**config.mk**
```make
export PLATFORM = sky130hd
export DESIGN_NAME = rf68000_ring_server
export DESIGN_NICKNAME = d
export VERILOG_FILES = /design/src/rtl/rf68000_ring_server.sv
export SDC_FILE = /design/constraint.sdc
export NUM_CORES = 1
export LEC_CHECK = 0
export ABC_CLOCK_PERIOD_IN_PS = 17300
export BUFFER_PORTS_ARGS = -buffer_cell sky130_fd_sc_hd__buf_2
export CORE_AREA = 2 2 276 333
export DETAILED_ROUTE_END_ITERATION = 8
export DIE_AREA = 0 0 278 335
export GPL_ROUTABILITY_DRIVEN = 0
export RECOVER_POWER = 25
export SLEW_MARGIN = 20
export SYNTH_ARGS = -nofsm -noshare
export SYNTH_HDL_FRONTEND = slang
export SYNTH_SLANG_ARGS = --single-unit
```
**constraint.sdc**
```tcl
create_clock -name clk_i -period 17.3 [get_ports clk_i]
set_input_delay 5.19 -clock clk_i [delete_from_list [all_inputs] [get_ports clk_i]]
set_output_delay 5.19 -clock clk_i [all_outputs]
set_load 0.01 [all_outputs]
```
**src/rtl/rf68000_ring_server.sv**
```systemverilog
// Global-resource server: captures ring requests addressed to ID, runs each as one master bus cycle, and returns read data on the response ring.
// Latency: 1 cycle ring pass-through; 2 cycles request-to-bus best case; response 1 cycle after the first empty response slot.
// Backpressure: a full FIFO leaves requests on the ring for retry; a stalled response waits for an empty slot on rpacket_i.

package rf68000_pkg;
    localparam logic [4:0] PT_NULL  = 5'd0;
    localparam logic [4:0] PT_READ  = 5'd1;
    localparam logic [4:0] PT_WRITE = 5'd2;
    localparam logic [4:0] PT_AREAD = 5'd3;
    localparam logic [4:0] PT_ACK   = 5'd4;
    localparam logic [4:0] PT_AACK  = 5'd5;

    typedef struct packed {
        logic [5:0]  sid;
        logic [5:0]  did;
        logic [5:0]  age;
        logic        ack;
        logic        we;
        logic [4:0]  typ;
        logic [3:0]  sel;
        logic [8:0]  pad2;
        logic [31:0] adr;
        logic [31:0] dat;
    } packet_t;
endpackage

module rf68000_ring_server
    import rf68000_pkg::*;
#(
    parameter logic [5:0] ID      = 6'd62,
    parameter int         DEPTH   = 4,
    parameter int         TIMEOUT = 255
) (
    input  logic                     rst_i,
    input  logic                     clk_i,
    input  packet_t                  packet_i,
    output packet_t                  packet_o,
    input  packet_t                  rpacket_i,
    output packet_t                  rpacket_o,
    output logic                     m_cyc_o,
    output logic                     m_stb_o,
    output logic                     m_we_o,
    output logic [3:0]               m_sel_o,
    output logic [31:0]              m_adr_o,
    output logic [31:0]              m_dat_o,
    input  logic                     m_ack_i,
    input  logic [31:0]              m_dat_i,
    output logic [$clog2(DEPTH):0]   count_o
);

    localparam int AW = $clog2(DEPTH);
    localparam int CW = AW + 1;
    localparam int TW = (TIMEOUT > 0) ? $clog2(TIMEOUT + 1) : 1;
    localparam logic [TW-1:0] TMAX  = TW'(TIMEOUT);
    localparam logic [CW-1:0] CFULL = CW'(DEPTH);

    typedef enum logic [1:0] {
        S_IDLE,
        S_BUS,
        S_RESP
    } state_t;

    state_t          state_q, state_d;
    logic [AW-1:0]   rd_ptr_q, rd_ptr_d;
    logic [AW-1:0]   wr_ptr_q, wr_ptr_d;
    logic [CW-1:0]   count_q, count_d;
    logic [TW-1:0]   tmo_q, tmo_d;

    // Work register: only the request fields the response needs.
    logic [5:0]      req_sid_q, req_sid_d;
    logic            req_write_q, req_write_d;
    logic            req_aread_q, req_aread_d;
    logic [3:0]      req_sel_q, req_sel_d;
    logic [31:0]     req_adr_q, req_adr_d;
    logic [31:0]     rdat_q, rdat_d;

    logic            m_cyc_q, m_cyc_d;
    logic            m_stb_q, m_stb_d;
    logic            m_we_q, m_we_d;
    logic [3:0]      m_sel_q, m_sel_d;
    logic [31:0]     m_adr_q, m_adr_d;
    logic [31:0]     m_dat_q, m_dat_d;

    packet_t         pkt_q, pkt_d;
    packet_t         rpkt_q, rpkt_d;

    packet_t         fifo_mem [DEPTH];
    packet_t         head;

    logic            slot_mine;
    logic            is_req;
    logic            fifo_full;
    logic            push;
    logic            drop;
    logic            pop;
    logic            rslot_empty;
    logic            unused_head;

    assign head        = fifo_mem[rd_ptr_q];
    assign unused_head = ^{head.did, head.age, head.ack, head.we, head.pad2};

    // Capture decision for the request ring; uses pre-pop occupancy so a full FIFO never accepts.
    always_comb begin
        slot_mine   = ((packet_i.sid | packet_i.did) != 6'd0) && (packet_i.did == ID)
                      && (packet_i.did != 6'd63);
        is_req      = (packet_i.typ == PT_READ) || (packet_i.typ == PT_AREAD)
                      || (packet_i.typ == PT_WRITE);
        fifo_full   = (count_q == CFULL);
        push        = slot_mine && is_req && !fifo_full;
        drop        = slot_mine && !is_req;
        pop         = (state_q == S_IDLE) && (count_q != '0) && !m_ack_i;
        rslot_empty = ((rpacket_i.sid | rpacket_i.did) == 6'd0);
        pkt_d       = (push || drop) ? '0 : packet_i;
        wr_ptr_d    = wr_ptr_q + AW'(push);
        rd_ptr_d    = rd_ptr_q + AW'(pop);
        count_d     = count_q + CW'(push) - CW'(pop);
    end

    // FIFO storage; contents behind the pointers are don't-care so no reset is needed.
    always_ff @(posedge clk_i) begin
        if (push) begin
            fifo_mem[wr_ptr_q] <= packet_i;
        end
    end

    // Executor next-state: pop into the work register, run the bus cycle, then emit the read response.
    always_comb begin
        packet_t resp;
        resp        = '0;
        state_d     = state_q;
        tmo_d       = tmo_q;
        req_sid_d   = req_sid_q;
        req_write_d = req_write_q;
        req_aread_d = req_aread_q;
        req_sel_d   = req_sel_q;
        req_adr_d   = req_adr_q;
        rdat_d      = rdat_q;
        m_cyc_d     = m_cyc_q;
        m_stb_d     = m_stb_q;
        m_we_d      = m_we_q;
        m_sel_d     = m_sel_q;
        m_adr_d     = m_adr_q;
        m_dat_d     = m_dat_q;
        rpkt_d      = rpacket_i;

        case (state_q)
            S_IDLE: begin
                if (pop) begin
                    req_sid_d   = head.sid;
                    req_write_d = (head.typ == PT_WRITE);
                    req_aread_d = (head.typ == PT_AREAD);
                    req_sel_d   = head.sel;
                    req_adr_d   = head.adr;
                    m_cyc_d     = 1'b1;
                    m_stb_d     = 1'b1;
                    m_we_d      = (head.typ == PT_WRITE);
                    m_adr_d     = head.adr;
                    m_sel_d     = (head.typ == PT_WRITE) ? head.sel : 4'hF;
                    m_dat_d     = (head.typ == PT_WRITE) ? head.dat : m_dat_q;
                    tmo_d       = '0;
                    state_d     = S_BUS;
                end
            end
            S_BUS: begin
                tmo_d = tmo_q + 1'b1;
                // Ack wins over a coincident timeout so real data is never replaced.
                if (m_ack_i || (tmo_q == TMAX)) begin
                    m_cyc_d = 1'b0;
                    m_stb_d = 1'b0;
                    m_we_d  = 1'b0;
                    m_sel_d = 4'h0;
                    if (req_write_q) begin
                        state_d = S_IDLE;
                    end else begin
                        rdat_d  = m_ack_i ? m_dat_i : 32'hFFFF_FFFF;
                        state_d = S_RESP;
                    end
                end
            end
            S_RESP: begin
                if (rslot_empty) begin
                    resp.sid = ID;
                    resp.did = req_sid_q;
                    resp.typ = req_aread_q ? PT_AACK : PT_ACK;
                    resp.ack = 1'b1;
                    resp.sel = req_sel_q;
                    resp.adr = req_adr_q;
                    resp.dat = rdat_q;
                    rpkt_d   = resp;
                    state_d  = S_IDLE;
                end
            end
            default: begin
                state_d = S_IDLE;
            end
        endcase
    end

    // State and output registers with synchronous reset.
    always_ff @(posedge clk_i) begin
        if (rst_i) begin
            state_q     <= S_IDLE;
            rd_ptr_q    <= '0;
            wr_ptr_q    <= '0;
            count_q     <= '0;
            tmo_q       <= '0;
            req_sid_q   <= '0;
            req_write_q <= 1'b0;
            req_aread_q <= 1'b0;
            req_sel_q   <= '0;
            req_adr_q   <= '0;
            rdat_q      <= '0;
            m_cyc_q     <= 1'b0;
            m_stb_q     <= 1'b0;
            m_we_q      <= 1'b0;
            m_sel_q     <= '0;
            m_adr_q     <= '0;
            m_dat_q     <= '0;
            pkt_q       <= '0;
            rpkt_q      <= '0;
        end else begin
            state_q     <= state_d;
            rd_ptr_q    <= rd_ptr_d;
            wr_ptr_q    <= wr_ptr_d;
            count_q     <= count_d;
            tmo_q       <= tmo_d;
            req_sid_q   <= req_sid_d;
            req_write_q <= req_write_d;
            req_aread_q <= req_aread_d;
            req_sel_q   <= req_sel_d;
            req_adr_q   <= req_adr_d;
            rdat_q      <= rdat_d;
            m_cyc_q     <= m_cyc_d;
            m_stb_q     <= m_stb_d;
            m_we_q      <= m_we_d;
            m_sel_q     <= m_sel_d;
            m_adr_q     <= m_adr_d;
            m_dat_q     <= m_dat_d;
            pkt_q       <= pkt_d;
            rpkt_q      <= rpkt_d;
        end
    end

    assign packet_o  = pkt_q;
    assign rpacket_o = rpkt_q;
    assign m_cyc_o   = m_cyc_q;
    assign m_stb_o   = m_stb_q;
    assign m_we_o    = m_we_q;
    assign m_sel_o   = m_sel_q;
    assign m_adr_o   = m_adr_q;
    assign m_dat_o   = m_dat_q;
    assign count_o   = count_q;

endmodule

```
Word level (Yosys, flattened, before mapping)
Memory sizes are Yosys's and may differ from the RTL's. A register that Yosys moved wholly into a read port is not among the register bits.
Cells that the tools add are included.
{"block": "word_totals", "regBits": 335, "latch_bits": 0, "mem_bits_rw": 408, "mem_bits_ro": 0, "out_inout_bits": 278, "n_memories": 1}
{"name": "fifo_mem", "depth": 4, "width": 102, "rd": 1, "rd_clocked_by_memory_dff": 1, "wr": 1, "line": "87", "rtl": "packet_t fifo_mem [DEPTH];"}
{"block": "classes", "add_sub_neg": 5, "n_mul": 0, "n_div": 0, "n_lt_le_gt_ge": 0, "n_eq_ne": 14, "shift": 0, "mux": 23, "bitwise": 3, "reduce_logical": 26}
{"operator": "2-to-1 mux 102 bit", "count": 2}
{"operator": "2-to-1 mux 32 bit", "count": 1}
{"operator": "equality test 5 x 2 -> 1 bit, second input constant", "count": 4}
{"operator": "case mux 8 bit (2 select lines)", "count": 1}
{"operator": "2-to-1 mux 4 bit", "count": 3}
{"operator": "OR 6 bit", "count": 2}
{"operator": "AND reduction 3 bit", "count": 4}
{"operator": "2-to-1 mux 2 bit", "count": 5}
{"operator": "adder 8 x 1 -> 8 bit, second input constant", "count": 1}
{"operator": "equality test 8 bit, second input constant", "count": 1}
{"operator": "2-to-1 mux 8 bit", "count": 1}
{"operator": "case mux 4 bit (2 select lines)", "count": 1}
{"operator": "logical AND 1 bit", "count": 7}
{"operator": "equality test 6 bit, second input constant", "count": 1}
{"operator": "zero test 6 bit", "count": 1}
{"operator": "2-to-1 mux 1 bit", "count": 6}
{"operator": "inequality test 2 bit, second input constant", "count": 3}
{"operator": "inequality test 6 bit, second input constant", "count": 1}
{"operator": "case mux 2 bit (3 select lines)", "count": 1}
{"operator": "nonzero test 6 bit", "count": 1}
{"operator": "equality test 5 x 1 -> 1 bit, second input constant", "count": 1}
{"operator": "adder 2 x 1 -> 2 bit", "count": 2}
{"operator": "logical OR 1 bit", "count": 4}
{"operator": "case mux 1 bit (2 select lines)", "count": 2}
{"operator": "other kinds (12)", "count": 15}

Logic depth before layout (Yosys ltp)
Gate-level depths: netlist of the first run.
{"block": "logic_depth", "depth_word": 8, "mapped_depth": 12}

Least setup slack after synthesis of the first run
No wires, ideal clock.
{"block": "synth_timing", "path_type": "input-to-reg", "start": "input port packet_i[80] in the netlist's numbering", "end": "memory fifo_mem[1][0] in the netlist's numbering (enable)", "setup_time_ps": 630, "t_arrival_ps": 11527, "t_required_ps": 16670, "slack_ps": 5144, "stages": 3, "cell_sequence": "nor4_1 > nand3_1 > nor3b_1"}
{"block": "synth_between", "elab_chain_len": 7, "elab_cells_between_ends": 9, "cone_classes": "eq/ne (3); mux (2); reduce/logical (4)"}
{"element": "start: declaration", "line": "36", "rtl": "input packet_t packet_i,"}
{"element": "equality test 5 x 1 -> 1 bit or equality test 5 x 2 -> 1 bit (tied branches)", "line": "106", "rtl": "is_req = (packet_i.typ == PT_READ) || (packet_i.typ == PT_AREAD)"}
{"element": "logical OR 1 bit", "line": "106"}
{"element": "logical OR 1 bit *", "line": "107", "rtl": "|| (packet_i.typ == PT_WRITE);"}
{"element": "logical AND 1 bit * (2 in a row)", "line": "109", "rtl": "push = slot_mine && is_req && !fifo_full;"}
{"element": "2-to-1 mux 1 bit *", "line": "121", "rtl": "if (push) begin"}
{"element": "2-to-1 mux 1 bit (not written as such) *", "line": "122", "rtl": "fifo_mem[wr_ptr_q] <= packet_i;"}
{"element": "end: declaration", "line": "87"}
Mark *: on every way between the ends. The rest lies on a longest branch, timed or not.

Final worst setup path of the first run
{"block": "layout_timing", "start": "input port packet_i[94] in the netlist's numbering", "end": "memory fifo_mem[3][37] in the netlist's numbering (enable)"}
{"block": "layout_between", "elab_chain_len": 8, "elab_cells_between_ends": 10, "cone_classes": "eq/ne (2); mux (2); bitwise (1); reduce/logical (5)"}
{"element": "OR 6 bit", "line": "104", "rtl": "slot_mine = ((packet_i.sid | packet_i.did) != 6'd0) && (packet_i.did == ID)"}
{"element": "nonzero test 6 bit", "line": "104"}
{"element": "logical AND 1 bit", "line": "104"}
{"element": "logical AND 1 bit *", "line": "105", "rtl": "&& (packet_i.did != 6'd63);"}
{"element": "logical AND 1 bit * (2 in a row)", "line": "109"}
{"element": "2-to-1 mux 1 bit *", "line": "121"}
{"element": "2-to-1 mux 1 bit (not written as such) *", "line": "122"}
Marked as above.

==> metrics.txt, run 1 <==
CTS tree yes; drt total wl 61400 µm; ANT nets after route 0; hold path depth 2; Crit. End Element flop; starting density of the core 24.8%; CTS resizes 0; CP max FO 57; cells along the critical path buf_2 > nand4_1 > nor3b_1 > nand3_1 > inv_1 > and3_4 > buf_4; Max Clock Skew 26.5 ps; drt wl/cell 18.2 µm; Via Count 14234; Hold WS 448 ps; Worst-Skew Late Latency 620 ps; Crit path required time 17530 ps; Total GRT Usage 12.8%; min cycle time layout 7560 ps; Final Util 31.6%; number of max-cap violations 0; Cells after Synth 1633; PwrDens 135 nW/µm²; CTS root buffer clkbuf_16; # hold bufs at CTS 0; number of global-route vias before repair 14224; CP Data Arrival Time 7790 ps; drt drc 0; Finish-stage setup viols 0; setup repair bufs after CTS 0; slowest stage cell, crit path buf_4; DR vias/cell 4.22; Final nets 2386; critical path class in2reg; final hold viol count 0; setup TNS 0 ps; Placed Area 26100 µm²; filler cell count 9000; FMAX 132 MHz; delay-heaviest family, CP simple AND/OR/NAND/NOR gates; WP buf/inv 3; cts bufs inserted 71; syn avg cell area 13.7 µm²; htree depth 3; class of the worst hold path reg2reg; commonest non-fill, non-tap cell in the layout buf_2; first-pass GRT wire length 90500 µm; Clk pin slew, worst setup/hold paths 60 ps; layout cells sized above 1 30.0%; register area share after synthesis 72.6%; yosys warns 0; CP Depth 7; Cell Count, Final, Fillers Out 3369; Synth Register Bits 651; post-synthesis instance area 22300 µm²; Die Y 335 µm; placed wire-length estimate 41700 µm; port bufs 516; Final period util 43.7%; Worst slew margin 32.8%; maximum root-to-sink buffer count 3; Critical Path Max Stage Delay 740 ps; status complete, no violations; Core Area 90100 µm²; initial drt markers 771; leak pwr 10.8 nW; fin area 28500 µm²; clock sink total 651; die area 93100 µm²; Area growth, synth to finish 27.6%; Worst VDD drop 0.0000807 V; synth unique cells 39; total grt overflow 0; most frequent cells in the layout 437 x buf_2, 333 x dfxtp_1, 316 x edfxtp_1; Pre-antenna DRT Iters 5; Synth Net Count 1878; IO Count 517; fin. max-slew vios 0; Cells after DPL 3235; initial antenna violation count 6; Worst Max-Slew Pin Slew 1010 ps; R2R depth 5; Cell Rows 121; RSZ-0062 raised after global routing no; Die W 278 µm; largest net degree at the start of global routing 80; startpoint types primary input
[state kept, by name (all words and copies together), names as in the netlist, 2 cells and up]
| name | count |
|---|---|
| packet_o | 102 |
| rdat_q | 32 |
| req_sel_q | 4 |
| fifo_mem | 316 |
| rd_ptr_q | 2 |
| tmo_q | 8 |
| count_o | 3 |
| m_sel_o | 4 |
| m_adr_o | 32 |
| m_dat_o | 32 |
| wr_ptr_q | 2 |
| state_q | 2 |
| rpacket_o | 102 |
| req_sid_q | 6 |
[through the flow]
stage	setup WS, ps	total power, mW
global route	9500	4.04
finish	9740	3.85
global placement	8950	2.34
detailed placement	8930	2.34
floorplan	5140	2.11
CTS	9570	3.93
[synth_stat cells, drive strengths merged]
library cell  count  area share [%]
and3              3           0.084
and2            120             3.4
mux4             75             7.6
clkbuf           56            0.94
nor2            104             1.7
or4               1           0.034
dfxtp           335              30
and4              2           0.079
ha                5            0.28
o21ai            43            0.96
nand4             3           0.084
nor3b             3            0.10
nand2           232             3.9
a41o              1           0.050
nor2b             8            0.22
buf              47             1.3
edfxtp          316              43
nor4b             4            0.16
nand3            42            0.94
nor4              4            0.11
nand2b            2           0.056
xnor2             4            0.16
a211oi            1           0.034
fa                1           0.090
a31oi             1           0.028
nor3             36            0.83
mux2              1           0.050
a41oi             1            0.12
nand3b            5            0.17
o21bai            1           0.034
inv              10            0.17
a21oi           165             3.7
or3b              1           0.039
[final cells by class]
| type | count | area [µm²] | area share, % |
|---|---|---|---|
| sequential | 651 | 16200 | 56.9 |
| multi-input combinational | 869 | 5630 | 19.8 |
| timing repair buffer | 538 | 2680 | 9.41 |
| clock buffer | 95 | 1980 | 6.96 |
| tap | 1168 | 1460 | 5.13 |
| clock inverter | 37 | 463 | 1.63 |
| inverter | 10 | 40.0 | 0.141 |
| antenna | 1 | 2.50 | 0.00879 |
[report_power, final]
part	leakage [nW]	switching (mW)	internal, mW
Combinational	3.97	0.308	0.221
Clock	1.19	0.636	0.936
Sequential	5.60	0.0651	1.69
[final timing paths]
check | startpoint | to | slack, ps
worst max-delay path | packet_i[94] | fifo_mem[3][37] | 9740
worst min register to register | rdat_q[30] | rpacket_o[30] | 450
worst min-delay path | rdat_q[30] | rpacket_o[30] | 450
worst max register to register | rd_ptr_q[0] | m_dat_o[24] | 14410
[routing by layer]
metal	part of all wire [%]	wire length (µm)	track usage, %	up-vias
met5	0.065	40	0	-
met4	2.0	1250	4.04	6
met3	5.9	3630	2.96	87
met2	49	30100	21.9	438
met1	43	26300	16.1	6891
li1	-	-	-	6812
[logic make-up (layout without fill, tap and decap cells)]
family,Yosys count,in the layout,synth area share [%]
other,0,1,0
and+or+nand+nor,570,570,11.9
adders and majority gates,6,6,0.370
buffers and inverters,113,680,2.41
AOI/OAI and AO/OA,213,213,4.93
muxes,76,76,7.62
xor gates and xnor gates,4,4,0.157
DFF,651,651,72.6
[worst min-delay path: cells and delay by family, from the launching register on]
kind	cells	cell delay [ps]
AOI/OAI and AO/OA	1	50
and+or+nand+nor	1	50
DFF	1	310
Power figures use the tool's default switching activity.
==> run 2: changes to the inputs <==
Settings changed: ABC_AREA set to 1, ABC_CLOCK_PERIOD_IN_PS 17300 to 6860, CORE_AREA 2 2 276 333 to 2 2 281 339, DIE_AREA 0 0 278 335 to 0 0 283 341.
Clock period 17.3 ns to 6.86 ns, I/O delays scaled along.
==> run 2 against run 1 <==
  * Count of clock-buffer cells in the layout unchanged
  * Non-clock buffer count is 2 higher
  * Largest power group unchanged
  * Worst hold slack worse by 8.0 ps
  * Largest cell class unchanged
  * Final cell count rose by 19%
  * Sequential cell count is the same
  * Sequential share of layout area decreased by 1.5 points
  * Highest routed layer unchanged
  * Synthesized area increased by 3.6%
  * Global-route usage increased by 0.81 points
  * Power grew to 2.6 times the previous value
  * First-iteration DRC count rose by 35%
  * Critical path type unchanged
  * Worst setup slack got worse by 6900 ps
  * Via count up 17%
==> metrics.txt, run 2 <==
# hold bufs at CTS 0; fin. max-slew vios 0; Via Count 16607; total grt overflow 0; Max Clock Skew 21.5 ps; Synth top area share 41.1%; Final Util 31.4%; initial drt markers 1043; Worst slew margin 31.5%; yosys warns 0; clock sink total 651; top-count cell post-synth nor2_1; layout cells sized above 1 22.1%; slowest stage cell, crit path buf_4; filler cell count 9558; fin area 29300 µm²; largest cells by area after synthesis edfxtp_1 41%, dfxtp_1 29%, nor2_1 8.2%; status complete, no violations; syn avg cell area 10.4 µm²; Register Area 16200 µm²; asr flop ratio synth 0%; Hold WS 440 ps; htree depth 3; commonest non-fill, non-tap cell in the layout nor2_1; Pre-antenna DRT Iters 5; Place WS 2180 ps; EDFF count, synth 316; final setup margin 2850 ps; CP max FO 52; final hold viol count 0; Synth Register Bits 651; Cell Rows 123; Final period util 58.4%; Int Power 7.15 mW; placed wire-length estimate 44200 µm; Clk pin slew, worst setup/hold paths 60 ps; CTS tree yes; Cells after DPL 3878; Finish-stage setup viols 0; setup repair bufs after CTS 0; post-synthesis instance area 23100 µm²; Crit. End Element flop; Placed Area 26900 µm²; leak pwr 12.5 nW; register area share after synthesis 70.1%; die area 96500 µm²; CP most frequent cell inv_1; Die W 283 µm; drt drc 0; initial antenna violation count 7; Critical Path Max Stage Delay 640 ps; Cell Count, Final, Fillers Out 4014; max reg flops 316; PwrDens 345 nW/µm²; CP Data Arrival Time 4250 ps; critical path class in2reg; number of max-cap violations 0; starting density of the core 24.8%; cell taking the most area after synthesis edfxtp_1; cells along the critical path buf_2 > inv_1 > nor3_1 > nand3_1 > nor2_1 > o21ai_0 > inv_1 > nand2_1 > nor2_4 > buf_4; sequential fraction of design power 44.7%; Worst VDD drop 0.000189 V; ANT nets after route 0; area of the multi-input gates 5370 µm²; Post-synth top flop dfxtp_1; Power Total 10.1 mW; RSZ-0062 raised after global routing no; CTS root buffer clkbuf_16; Die Y 341 µm; port bufs 516; FMAX 250 MHz; WP buf/inv 4; most frequent cells in the layout 502 x nor2_1, 437 x buf_2, 333 x dfxtp_1; Area growth, synth to finish 26.6%; Core Area 93100 µm²; Total GRT Usage 13.6%; Cells after Synth 2214; DR vias/cell 4.14; cts bufs inserted 71; IO Count 517; largest net degree at the start of global routing 91; clock share of power 39.3%; class of the worst hold path reg2reg; Worst Max-Slew Pin Slew 1030 ps; Commonest cells post-synth 504 x nor2_1, 335 x dfxtp_1, 316 x edfxtp_1; drt total wl 67700 µm; synth unique cells 35; first-pass GRT wire length 100000 µm; maximum root-to-sink buffer count 3; Gate power share 16.0%; min cycle time layout 4010 ps; Final nets 2946; Biggest register fifo_mem; number of global-route vias before repair 16163; switching pwr 2.95 mW; Synth Net Count 2459; switching share of power 29.2%; Worst-Skew Late Latency 630 ps; CTS resizes 0; startpoint types primary input; drt wl/cell 16.9 µm; delay-heaviest family, CP simple AND/OR/NAND/NOR gates; Crit path required time 7110 ps; setup TNS 0 ps
## run 2: changes by cell type after synthesis, moves of 25 or more
cell | before | now
mux4_2 | 75 | 0
o21ai_1 | 34 | 8
nand2_1 | 232 | 181
buf_2 | 27 | 52
o22ai_1 | 0 | 32
nor2_1 | 104 | 504
inv_1 | 9 | 251
nor3_1 | 35 | 6
and2_1 | 120 | 0
a31oi_1 | 1 | 38
nand3_1 | 42 | 16
a21oi_1 | 165 | 92
o21ai_0 | 9 | 255
## run 2: final timing paths
check | start | slack (ps) | cells after the start | endpoint
min | rdat_q[8] | 440 | 2 | rpacket_o[8]
max | packet_i[91] | 2850 | 10 | fifo_mem[1][59]
max reg2reg | rd_ptr_q[1] | 3580 | 8 | m_dat_o[8]
min reg2reg | rdat_q[8] | 440 | 2 | rpacket_o[8]
## run 2: area by class of cell
class,instances,share of cell area (%)
Clock inverter,36,1.34
Timing Repair Buffer,540,9.19
Antenna cell,5,0.0428
Multi-Input combinational cell,1181,18.3
Sequential cell,651,55.4
Clock buffer,95,7.03
Tap cell,1250,5.35
Inverter,256,3.32
## run 2: power by group through the flow
stage	logic [mW]	registers, mW	clock network [mW]
2_1_floorplan	0.983	4.59	0
3_3_place_gp	1.63	4.61	0
3_5_place_dp	1.65	4.61	0
4_1_cts	1.65	4.53	4.08
5_1_grt	1.83	4.55	4.23
6_report	1.62	4.52	3.96
## run 2: metal layers
metal | part of all wire (%) | GRT usage [%]
met1 | 43 | 16.9
met2 | 48 | 22.6
met3 | 5.9 | 3.11
met4 | 3.4 | 6.34
met5 | 0.016 | 0
## run 2: kinds of logic (layout without fill, tap and decap cells)
family	count (synthesis)	count (layout)	synth area share, %
AO/OA/AOI/OAI	433	433	9.86
XOR/XNOR	3	3	0.114
adder cells (fa/ha/maj)	6	6	0.357
buffers and inverters	382	927	6.89
flip-flops	651	651	70.1
other	0	5	0
AND/OR/NAND/NOR	739	739	12.7
## run 2: worst register-to-register path, cell delays in order, from the launching register on
cell and delay [ps]:
dfxtp_4 680, clkinv_2 780, nand4_1 350, nand3_2 210
nand4_4 240, buf_4 630, nand2_1 150, nand2_1 90
nor2_1 50
==> run 3: changes to the inputs <==
Settings changed: ABC_CLOCK_PERIOD_IN_PS 6860 to 3600.
Clock period 6.86 ns to 3.6 ns, I/O delays scaled along.
==> run 3 against run 2 <==
  * Final cell count increased by 0.42%
  * Highest routed layer unchanged
  * Count of clock-buffer cells in the layout increased by 6
  * Sequential cell count unchanged
  * Largest cell class unchanged
  * Largest power group unchanged
  * Non-clock buffer count increased by 17
==> metrics.txt, run 3 (synthesized netlist as in run 2, its figures left out) <==
DR vias/cell 4.16; number of global-route vias before repair 16547; Final period util 74.2%; commonest non-fill, non-tap cell in the layout nor2_1; starting density of the core 24.8%; placed wire-length estimate 44700 µm; leak pwr 12.7 nW; max reg flops 316; Die W 283 µm; Crit path required time 4150 ps; fin. max-slew vios 0; status complete, no violations; die area 96500 µm²; Area growth, synth to finish 28.5%; Total GRT Usage 13.4%; maximum root-to-sink buffer count 3; Max Clock Skew 28.1 ps; class of the worst hold path reg2reg; number of max-cap violations 0; CTS tree yes; Placed Area 27200 µm²; min cycle time layout 2670 ps; startpoint types primary input; critical path class in2reg; CP Data Arrival Time 3220 ps; CTS root buffer clkbuf_16; total grt overflow 0; RSZ-0062 raised after global routing no; Cell Count, Final, Fillers Out 4031; clock sink total 651; drt drc 0; Crit. End Element flop; final hold viol count 0; ANT nets after route 0; fin area 29700 µm²; Cell Rows 123; Clk pin slew, worst setup/hold paths 60 ps; CTS resizes 0; Final nets 2965; M1 WL 27000 µm; # hold bufs at CTS 0; WL met3 4280 µm; Cells after DPL 3895; htree depth 3; CP max FO 2; Pre-antenna DRT Iters 4; Finish-stage setup viols 0; largest net degree at the start of global routing 85; Core Area 93100 µm²; max layer used met5; initial drt markers 979; Via Count 16777; most frequent cells in the layout 502 x nor2_1, 437 x buf_2, 333 x dfxtp_1; layout cells sized above 1 22.9%; cts bufs inserted 73; Worst slew margin 33.7%; Biggest register fifo_mem; drt wl/cell 16.5 µm; setup repair bufs after CTS 0; FMAX 374 MHz; met2 WL 33100 µm; initial antenna violation count 4; PwrDens 656 nW/µm²; Worst Max-Slew Pin Slew 994 ps; Worst-Skew Late Latency 630 ps; port bufs 516; Worst VDD drop 0.000385 V; drt total wl 66700 µm; IO Count 517; first-pass GRT wire length 99700 µm; Die Y 341 µm; n_diodes 0
## run 3: worst max-delay path: stages
cell	delay (ps)
buf_2	130
inv_8	30
nor3_2	150
nand3_1	340
nor2_1	240
o21ai_2	80
ha_1	280
inv_1	40
ha_1	180
fa_1	380
inv_1	80
o21ai_0	80
a21oi_1	120
## run 3: metrics by stage
step	hold WS, ps	power (mW)	setup slack (ps)	util (%)	TNS [ps]
after floorplan	427	10.6	-643	-	-155230
after global placement	435	11.9	207	29.3	0
after detailed placement	437	11.9	275	29.3	0
after CTS	446	19.8	961	32.0	0
after global routing	460	20.5	723	31.9	0
final	444	19.5	929	31.9	0
## run 3: where the power goes
| part | total (mW) | internal [mW] | switching (mW) |
|---|---|---|---|
| clock network | 7.78 | 4.66 | 3.12 |
| logic | 3.05 | 0.980 | 2.07 |
| registers | 8.66 | 8.22 | 0.439 |
| total | 19.5 | 13.9 | 5.62 |
## run 3: layer usage
metal	vias up	GRT usage, %
met2	515	23.4
met5	-	0
met1	7887	15.6
met4	2	6.06
li1	8263	-
met3	110	3.25
## run 3: worst paths after layout
check	from	slack, ps	depth (start not counted)	end
max	packet_i[91]	930	13	count_o[2]
min	rdat_q[28]	440	2	rpacket_o[28]
max reg2reg	rd_ptr_q[0]	1230	9	m_dat_o[9]
min reg2reg	rdat_q[28]	440	2	rpacket_o[28]
## run 3: area by class of cell
type	instances	area (µm²)
fill	9541	63400
sequential	651	16200
multi-input combinational	1181	5390
timing repair buffer	557	3000
clock buffer	101	2140
tap	1250	1560
inverter	256	977
clock inverter	35	414
